==> config.mk <==
export PLATFORM = sky130hd
export DESIGN_NAME = trim_sar_ctrl
export DESIGN_NICKNAME = d
export VERILOG_FILES = /design/src/rtl/trim_pkg.sv /design/src/rtl/trim_tick_gen.sv /design/src/rtl/trim_sar_ctrl.sv
export SDC_FILE = /design/constraint.sdc
export NUM_CORES = 1
export LEC_CHECK = 0
export CORE_MARGIN = 1
export CORE_UTILIZATION = 59
export DETAILED_ROUTE_END_ITERATION = 8
export PLACE_DENSITY = 0.8
export REMOVE_ABC_BUFFERS = 1
export SLEW_MARGIN = 0
export SYNTH_ARGS = -nofsm -noshare
export SYNTH_HDL_FRONTEND = slang
export SYNTH_SLANG_ARGS = --single-unit
export TNS_END_PERCENT = 30
==> constraint.sdc <==
create_clock -name CLOCK_50 -period 3.2 [get_ports CLOCK_50]
set_input_delay 0.32 -clock CLOCK_50 [delete_from_list [all_inputs] [get_ports CLOCK_50]]
set_output_delay 0.32 -clock CLOCK_50 [all_outputs]
set_load 0.01 [all_outputs]
==> src/rtl/trim_pkg.sv <==
// rtl/trim_pkg.sv - shared state encoding and default code width for the trim SAR controller
package trim_pkg;

    localparam int TRIM_CODE_W = 12;

    typedef enum logic [2:0] {
        S_IDLE,
        S_LOAD,
        S_SHIFT,
        S_SETTLE,
        S_SAMPLE,
        S_FINAL
    } trim_state_t;

endpackage

==> src/rtl/trim_tick_gen.sv <==
// rtl/trim_tick_gen.sv - prescaler producing a one-cycle tick every TICK_DIV clocks while enabled
//   CLOCK_50 in  system clock
//   RST      in  asynchronous active-high reset
//   enable   in  count while high; counter held at zero while low
//   tick     out one-cycle pulse when the counter reaches TICK_DIV-1
module trim_tick_gen #(
    parameter int TICK_DIV = 12500000
) (
    input  logic CLOCK_50,
    input  logic RST,
    input  logic enable,
    output logic tick
);

    localparam int CW = (TICK_DIV > 1) ? $clog2(TICK_DIV) : 1;
    localparam logic [CW-1:0] CNT_LAST = CW'(TICK_DIV - 1);

    logic [CW-1:0] cnt;

    always_ff @(posedge CLOCK_50 or posedge RST) begin
        if (RST) begin
            cnt <= '0;
        end else if (!enable || cnt == CNT_LAST) begin
            cnt <= '0;
        end else begin
            cnt <= cnt + CW'(1);
        end
    end

    assign tick = enable && (cnt == CNT_LAST);

endmodule

==> src/rtl/trim_sar_ctrl.sv <==
// rtl/trim_sar_ctrl.sv - successive-approximation trim search driving a serial trim shift register
//   CLOCK_50    in  system clock
//   RST         in  asynchronous active-high reset
//   START       in  async level; synced rising edge starts a search when idle
//   CMP_IN      in  async comparator; 1 = trimmed output above target
//   ENCLK       out registered serial trim clock
//   DOUT        out serial trim data, LSB first
//   BUSY        out search in progress
//   DONE        out sticky completion flag, cleared by the next accepted START
//   TRIM_RESULT out final code, valid while DONE
//   TRIAL_CODE  out code currently shifted/evaluated
module trim_sar_ctrl
    import trim_pkg::*;
#(
    parameter int CODE_W       = TRIM_CODE_W,
    parameter int TICK_DIV     = 12500000,
    parameter int SETTLE_TICKS = 3
) (
    input  logic              CLOCK_50,
    input  logic              RST,
    input  logic              START,
    input  logic              CMP_IN,
    output logic              ENCLK,
    output logic              DOUT,
    output logic              BUSY,
    output logic              DONE,
    output logic [CODE_W-1:0] TRIM_RESULT,
    output logic [CODE_W-1:0] TRIAL_CODE
);

    localparam int BW = (CODE_W > 1) ? $clog2(CODE_W) : 1;
    localparam int NW = $clog2(CODE_W + 1);
    localparam int SW = (SETTLE_TICKS > 1) ? $clog2(SETTLE_TICKS) : 1;
    localparam logic [NW-1:0] N_LAST      = NW'(CODE_W);
    localparam logic [SW-1:0] SETTLE_LAST = SW'(SETTLE_TICKS - 1);
    localparam logic [BW-1:0] BIT_TOP     = BW'(CODE_W - 1);

    trim_state_t state, state_next;

    logic              start_s1, start_s2, start_s3;
    logic              cmp_s1, cmp_s2;
    logic              start_rise;
    logic              tick;
    logic [BW-1:0]     bit_idx;
    logic [CODE_W-1:0] acc;
    logic [CODE_W-1:0] shreg;
    logic [NW-1:0]     n;
    logic              phase;
    logic [SW-1:0]     settle_cnt;
    logic [CODE_W-1:0] trial;
    logic [CODE_W-1:0] acc_sampled;
    logic              shift_end;

    trim_tick_gen #(
        .TICK_DIV (TICK_DIV)
    ) u_tick (
        .CLOCK_50 (CLOCK_50),
        .RST      (RST),
        .enable   (state != S_IDLE),
        .tick     (tick)
    );

    // Third START flop exists only to form the edge; the level itself is never used.
    always_ff @(posedge CLOCK_50 or posedge RST) begin
        if (RST) begin
            start_s1 <= 1'b0;
            start_s2 <= 1'b0;
            start_s3 <= 1'b0;
            cmp_s1   <= 1'b0;
            cmp_s2   <= 1'b0;
        end else begin
            start_s1 <= START;
            start_s2 <= start_s1;
            start_s3 <= start_s2;
            cmp_s1   <= CMP_IN;
            cmp_s2   <= cmp_s1;
        end
    end

    assign start_rise = start_s2 && !start_s3;
    assign trial      = acc | (CODE_W'(1) << bit_idx);
    // A frame ends on the first phase-A tick after the last rising ENCLK.
    assign shift_end  = tick && !phase && (n == N_LAST);

    always_comb begin
        acc_sampled          = acc;
        acc_sampled[bit_idx] = ~cmp_s2;
    end

    always_ff @(posedge CLOCK_50 or posedge RST) begin
        if (RST) begin
            state <= S_IDLE;
        end else begin
            state <= state_next;
        end
    end

    always_comb begin
        state_next = state;
        case (state)
            S_IDLE:   if (start_rise) state_next = S_LOAD;
            S_LOAD:   state_next = S_SHIFT;
            S_SHIFT:  if (shift_end) state_next = S_SETTLE;
            S_SETTLE: if (tick && settle_cnt == SETTLE_LAST) state_next = S_SAMPLE;
            S_SAMPLE: state_next = (bit_idx == '0) ? S_FINAL : S_LOAD;
            S_FINAL:  if (shift_end) state_next = S_IDLE;
            default:  state_next = S_IDLE;
        endcase
    end

    always_ff @(posedge CLOCK_50 or posedge RST) begin
        if (RST) begin
            ENCLK       <= 1'b0;
            DOUT        <= 1'b0;
            BUSY        <= 1'b0;
            DONE        <= 1'b0;
            TRIM_RESULT <= '0;
            TRIAL_CODE  <= '0;
            bit_idx     <= '0;
            acc         <= '0;
            shreg       <= '0;
            n           <= '0;
            phase       <= 1'b0;
            settle_cnt  <= '0;
        end else begin
            case (state)
                S_IDLE: begin
                    if (start_rise) begin
                        bit_idx <= BIT_TOP;
                        acc     <= '0;
                        DONE    <= 1'b0;
                        BUSY    <= 1'b1;
                    end
                end
                S_LOAD: begin
                    TRIAL_CODE <= trial;
                    shreg      <= trial;
                    n          <= '0;
                    phase      <= 1'b0;
                end
                S_SHIFT, S_FINAL: begin
                    if (tick) begin
                        if (!phase) begin
                            ENCLK <= 1'b0;
                            if (n == N_LAST) begin
                                DOUT       <= 1'b0;
                                settle_cnt <= '0;
                                if (state == S_FINAL) begin
                                    TRIM_RESULT <= acc;
                                    DONE        <= 1'b1;
                                    BUSY        <= 1'b0;
                                end
                            end else begin
                                DOUT  <= shreg[0];
                                phase <= 1'b1;
                            end
                        end else begin
                            ENCLK <= 1'b1;
                            shreg <= shreg >> 1;
                            n     <= n + NW'(1);
                            phase <= 1'b0;
                        end
                    end
                end
                S_SETTLE: begin
                    if (tick) settle_cnt <= settle_cnt + SW'(1);
                end
                S_SAMPLE: begin
                    acc <= acc_sampled;
                    if (bit_idx == '0) begin
                        TRIAL_CODE <= acc_sampled;
                        shreg      <= acc_sampled;
                        n          <= '0;
                        phase      <= 1'b0;
                    end else begin
                        bit_idx <= bit_idx - BW'(1);
                    end
                end
                default: ;
            endcase
        end
    end

endmodule
==> flow_results.org <==
** Yosys
- Post-synth top area cell :: sky130_fd_sc_hd__dfrtp_1
- In this run the mean area of a mapped cell was about 10 um^2.
- Of the post-synthesis cell area, the dominant cell type holds 50.2%.
- Post-synthesis sequential area ratio :: 50.2%
- Top post-synthesis cells by area :: sky130_fd_sc_hd__dfrtp_1 (50%), sky130_fd_sc_hd__o21ai_0 (4.9%), sky130_fd_sc_hd__nand2_1 (4.0%), sky130_fd_sc_hd__nor2_1 (3.8%), sky130_fd_sc_hd__xnor2_1 (3.1%)
- In the synthesized netlist the async set-or-reset flop fraction comes to 100%.
- Post-Synthesis Cell Area :: 4730 um^2
- Yosys printed 0 warnings.
- The synthesized design contains 95 register bits.
- In the synthesized netlist, the number of instances is between 400 and 500.
- Counting flops with a built-in enable in the synthesized netlist gives 0.
- Most used flip-flop cell after synthesis :: sky130_fd_sc_hd__dfrtp_1
- The synthesized netlist contains 55 unique library cells.

** Finish
- In the layout the commonest cells are sky130_fd_sc_hd__dfrtp_1 (95), sky130_fd_sc_hd__nand2_1 (50), sky130_fd_sc_hd__nor2_1 (48).
- Diodes inserted :: 0
- After filler insertion, the fill cell instance count of the layout stands at 596.
- In the final layout, flip-flops and latches occupy 2380 um^2.
- Nets :: a little over 500
- Fraction of final layout cells sized beyond drive strength 1 :: 9.96%
- Most common cell after layout, fill and taps aside :: sky130_fd_sc_hd__dfrtp_1
- Area occupied by multi-input gates :: 2170 um^2
- Area growth from synthesis to layout :: 11.8%

** Timing
- Count of final max-slew check failures :: 0
- Setup violations remaining at the end of the flow were counted as 0.
- Across the routed clock network, the largest skew measured is 17.0 ps.
- The number of endpoints with negative hold slack in the final report was 0.
- RSZ-0062 raised after global routing :: false
- Adding up every negative setup slack in the final design gives 0 ps.
- Min Tclk post-route :: 2450 ps
- In this run the tightest slew margin relative to its limit is around 43%.
- Max Clk Rate :: 407 MHz
- At the pin with the least slew margin, the transition time is 860 ps.
- Final worst-path setup slack :: between 700 and 800 ps
- After layout, the worst path uses 76.7% of the clock period.

** Critical path
- Startpoint of the lowest-slack register-to-register path :: state[1]
- In this run the register-to-register setup slack is 750 ps.
- For the worst setup path, the data arrival time is 2730 ps.
- Data on the critical path is required at its endpoint by roughly 3500 ps.
- For the worst flop-to-flop path, the logic depth is 4.
- STA classifies the critical path startpoint as a flip-flop.
- In this run the worst path has a maximum fanout of 22.
- The endpoint identified for the worst register-to-register timing path is shreg[2].
- The setup path with the least slack is of type flip-flop to flip-flop.
- Nature of the critical path endpoint :: flip-flop

** Routing
- After detailed routing, the number of remaining DRC violations is 0.
- In the final routed layout, each cell accounts on average for roughly 17 um.
- Number of vias per cell after detailed routing :: around 6
- Routed WL :: 10.0 mm
- DRT antenna net count :: 0
- The detailed router placed 3,575 vias in this run.
- DRT Pass-1 Iters :: 5
- Violation count after the first detailed-route iteration :: about 280

** Job
- Max Cap Viol :: 0

** Min path
- The startpoint identified for the worst hold timing path is cmp_s1.
- Hold Path End :: cmp_s2
- Number of instances on the worst hold path :: 0
- The path class of the tightest hold or removal check is flip-flop to flip-flop.

** Floorplanning
- Starting density of the core :: around 61%
- The die covers 8390 um^2.
- Die Span Y :: approximately 92 um
- Width of the die :: about 92 um
- Row generation in the floorplan step produced 32 rows.
- I/O Pins :: 32
- The core region is 7730 um^2.

** CTS
- In this run the deepest clock path goes through 2 buffers.
- After clock tree synthesis, the clock-pin slew on the worst setup and hold paths is ~100 ps.
- Hold repair after CTS inserted 0 buffers.
- TritonCTS built the clock tree.
- The tree is rooted in a sky130_fd_sc_hd__clkbuf_8.
- CTS built an H-tree with a depth of 3.
- For the worst-skew pair, the clock arrives at the later sink with an insertion delay of 380 ps.
- Post-CTS sizing :: 0
- Post CTS Setup Buffer Count :: 0
- Number of CTS-inserted buffers :: 9
- Counting every sink on the clock net gives between 90 and 100.

** GRT
- Maximum number of pins on one net before global-route repair :: 96
- Vias in the first global route :: 3,440
- Overall routing resource usage :: roughly 26%
- The first global-routing pass estimated 16.9 mm of wire.
- The number of antenna violations at the first check in global routing is 0.
- After global routing the overflow that remains totals 0.

** Placed design
- Port buffer count :: 31
- Placement Setup Slack :: between 700 and 800 ps
- The congestion estimate from routability-driven global placement came to 0.877.
- The wire-length estimate of the detail-placed layout is 6.84 mm.

** Run status
- The run finished with clean final reports.

** Power
- In this run the static leakage power is between 2 and 2.5 nW.
- For this design the ratio of total power to cell area is 472 nW/um^2.
- The worst-case IR drop observed on VDD is around 0.48 mV.
-- cells by family after synthesis --
| kind of cell | Yosys count | share of synthesized area, % |
|---|---|---|
| and+or+nand+nor | 179 | 19.1 |
| DFF | 95 | 50.2 |
| AOI/OAI and AO/OA | 93 | 12.1 |
| buffers and inverters | 43 | 4.02 |
| muxes | 31 | 7.75 |
| xor gates and xnor gates | 24 | 4.44 |
| adders and majority gates | 9 | 2.38 |
-- synth_stat cells, types with 4 or more instances --
cell / number
sky130_fd_sc_hd__and3_1: 5
sky130_fd_sc_hd__xnor2_1: 17
sky130_fd_sc_hd__nor2b_1: 6
sky130_fd_sc_hd__nor2_1: 48
sky130_fd_sc_hd__nor3b_1: 5
sky130_fd_sc_hd__o31ai_1: 7
sky130_fd_sc_hd__and4_1: 4
sky130_fd_sc_hd__mux2_4: 8
sky130_fd_sc_hd__xor2_1: 7
sky130_fd_sc_hd__clkbuf_1: 20
sky130_fd_sc_hd__nor3_1: 16
sky130_fd_sc_hd__dfrtp_1: 95
sky130_fd_sc_hd__nand2_1: 50
sky130_fd_sc_hd__mux2i_1: 10
sky130_fd_sc_hd__nand3_1: 13
sky130_fd_sc_hd__ha_1: 9
sky130_fd_sc_hd__nand3b_1: 6
sky130_fd_sc_hd__a21oi_1: 16
sky130_fd_sc_hd__inv_1: 18
sky130_fd_sc_hd__nand4_1: 5
sky130_fd_sc_hd__mux2_2: 13
sky130_fd_sc_hd__o21ai_0: 46
-- worst max path at each step --
stage	startpoint	end	slack, ps	depth (start not counted)
floorplan	RST	BUSY	400	1
finish	state[1]	shreg[2]	750	4
CTS	u_tick.cnt[14]	TRIM_RESULT[11]	760	6
global placement	u_tick.cnt[14]	TRIM_RESULT[11]	830	6
global route	state[1]	shreg[2]	510	4
detailed placement	u_tick.cnt[14]	TRIM_RESULT[11]	770	6
-- metrics by stage --
step                utilization (%)  hold WS [ps]  instances  cell area (um^2)  power, W
finish                         68.5           357        604              5290   0.00250
global route                   68.5           365        604              5290   0.00262
CTS                            68.5           361        604              5290   0.00252
detailed placement             66.1           337        588              5110   0.00176
global placement               66.1           332        588              5110   0.00174
floorplan                         -           331        449              4610   0.00162
-- critical path, stage by stage (launching register included) --
cell and delay, ps:
sky130_fd_sc_hd__dfrtp_1 670, sky130_fd_sc_hd__nor3b_1 420, sky130_fd_sc_hd__nand2b_1 730, sky130_fd_sc_hd__o21ai_0 230
sky130_fd_sc_hd__mux2_2 300
-- flip-flops by register name, summed over array words and instances, names as in the netlist, 2 cells and up --
signal and flops:
bit_idx 4, u_tick.cnt 24, state 3, TRIM_RESULT 12
n 4, settle_cnt 2, acc 12, TRIAL_CODE 12
shreg 12
-- layer usage --
metal | track usage (%) | vias up | share of wire [%]
met4 | 11.1 | 0 | 1.9
met5 | 0 | - | 0
met3 | 3.85 | 19 | 3.8
met1 | 36.1 | 1746 | 46
met2 | 40.3 | 100 | 48
li1 | - | 1710 | -
-- layout make-up --
| type | instances | share of cell area, % |
|---|---|---|
| clock inverter | 7 | 1.18 |
| inverter | 18 | 1.30 |
| multi-input combinational | 336 | 40.9 |
| tap | 102 | 2.41 |
| timing repair buffer | 37 | 6.95 |
| clock buffer | 9 | 2.34 |
| sequential | 95 | 44.9 |
-- power breakdown --
| group | internal, W | switching (W) |
|---|---|---|
| sequential | 0.00130 | 0.0000957 |
| combinational | 0.000168 | 0.000165 |
| clock | 0.000298 | 0.000466 |
Note: power is estimated with default switching activity, not from simulation.
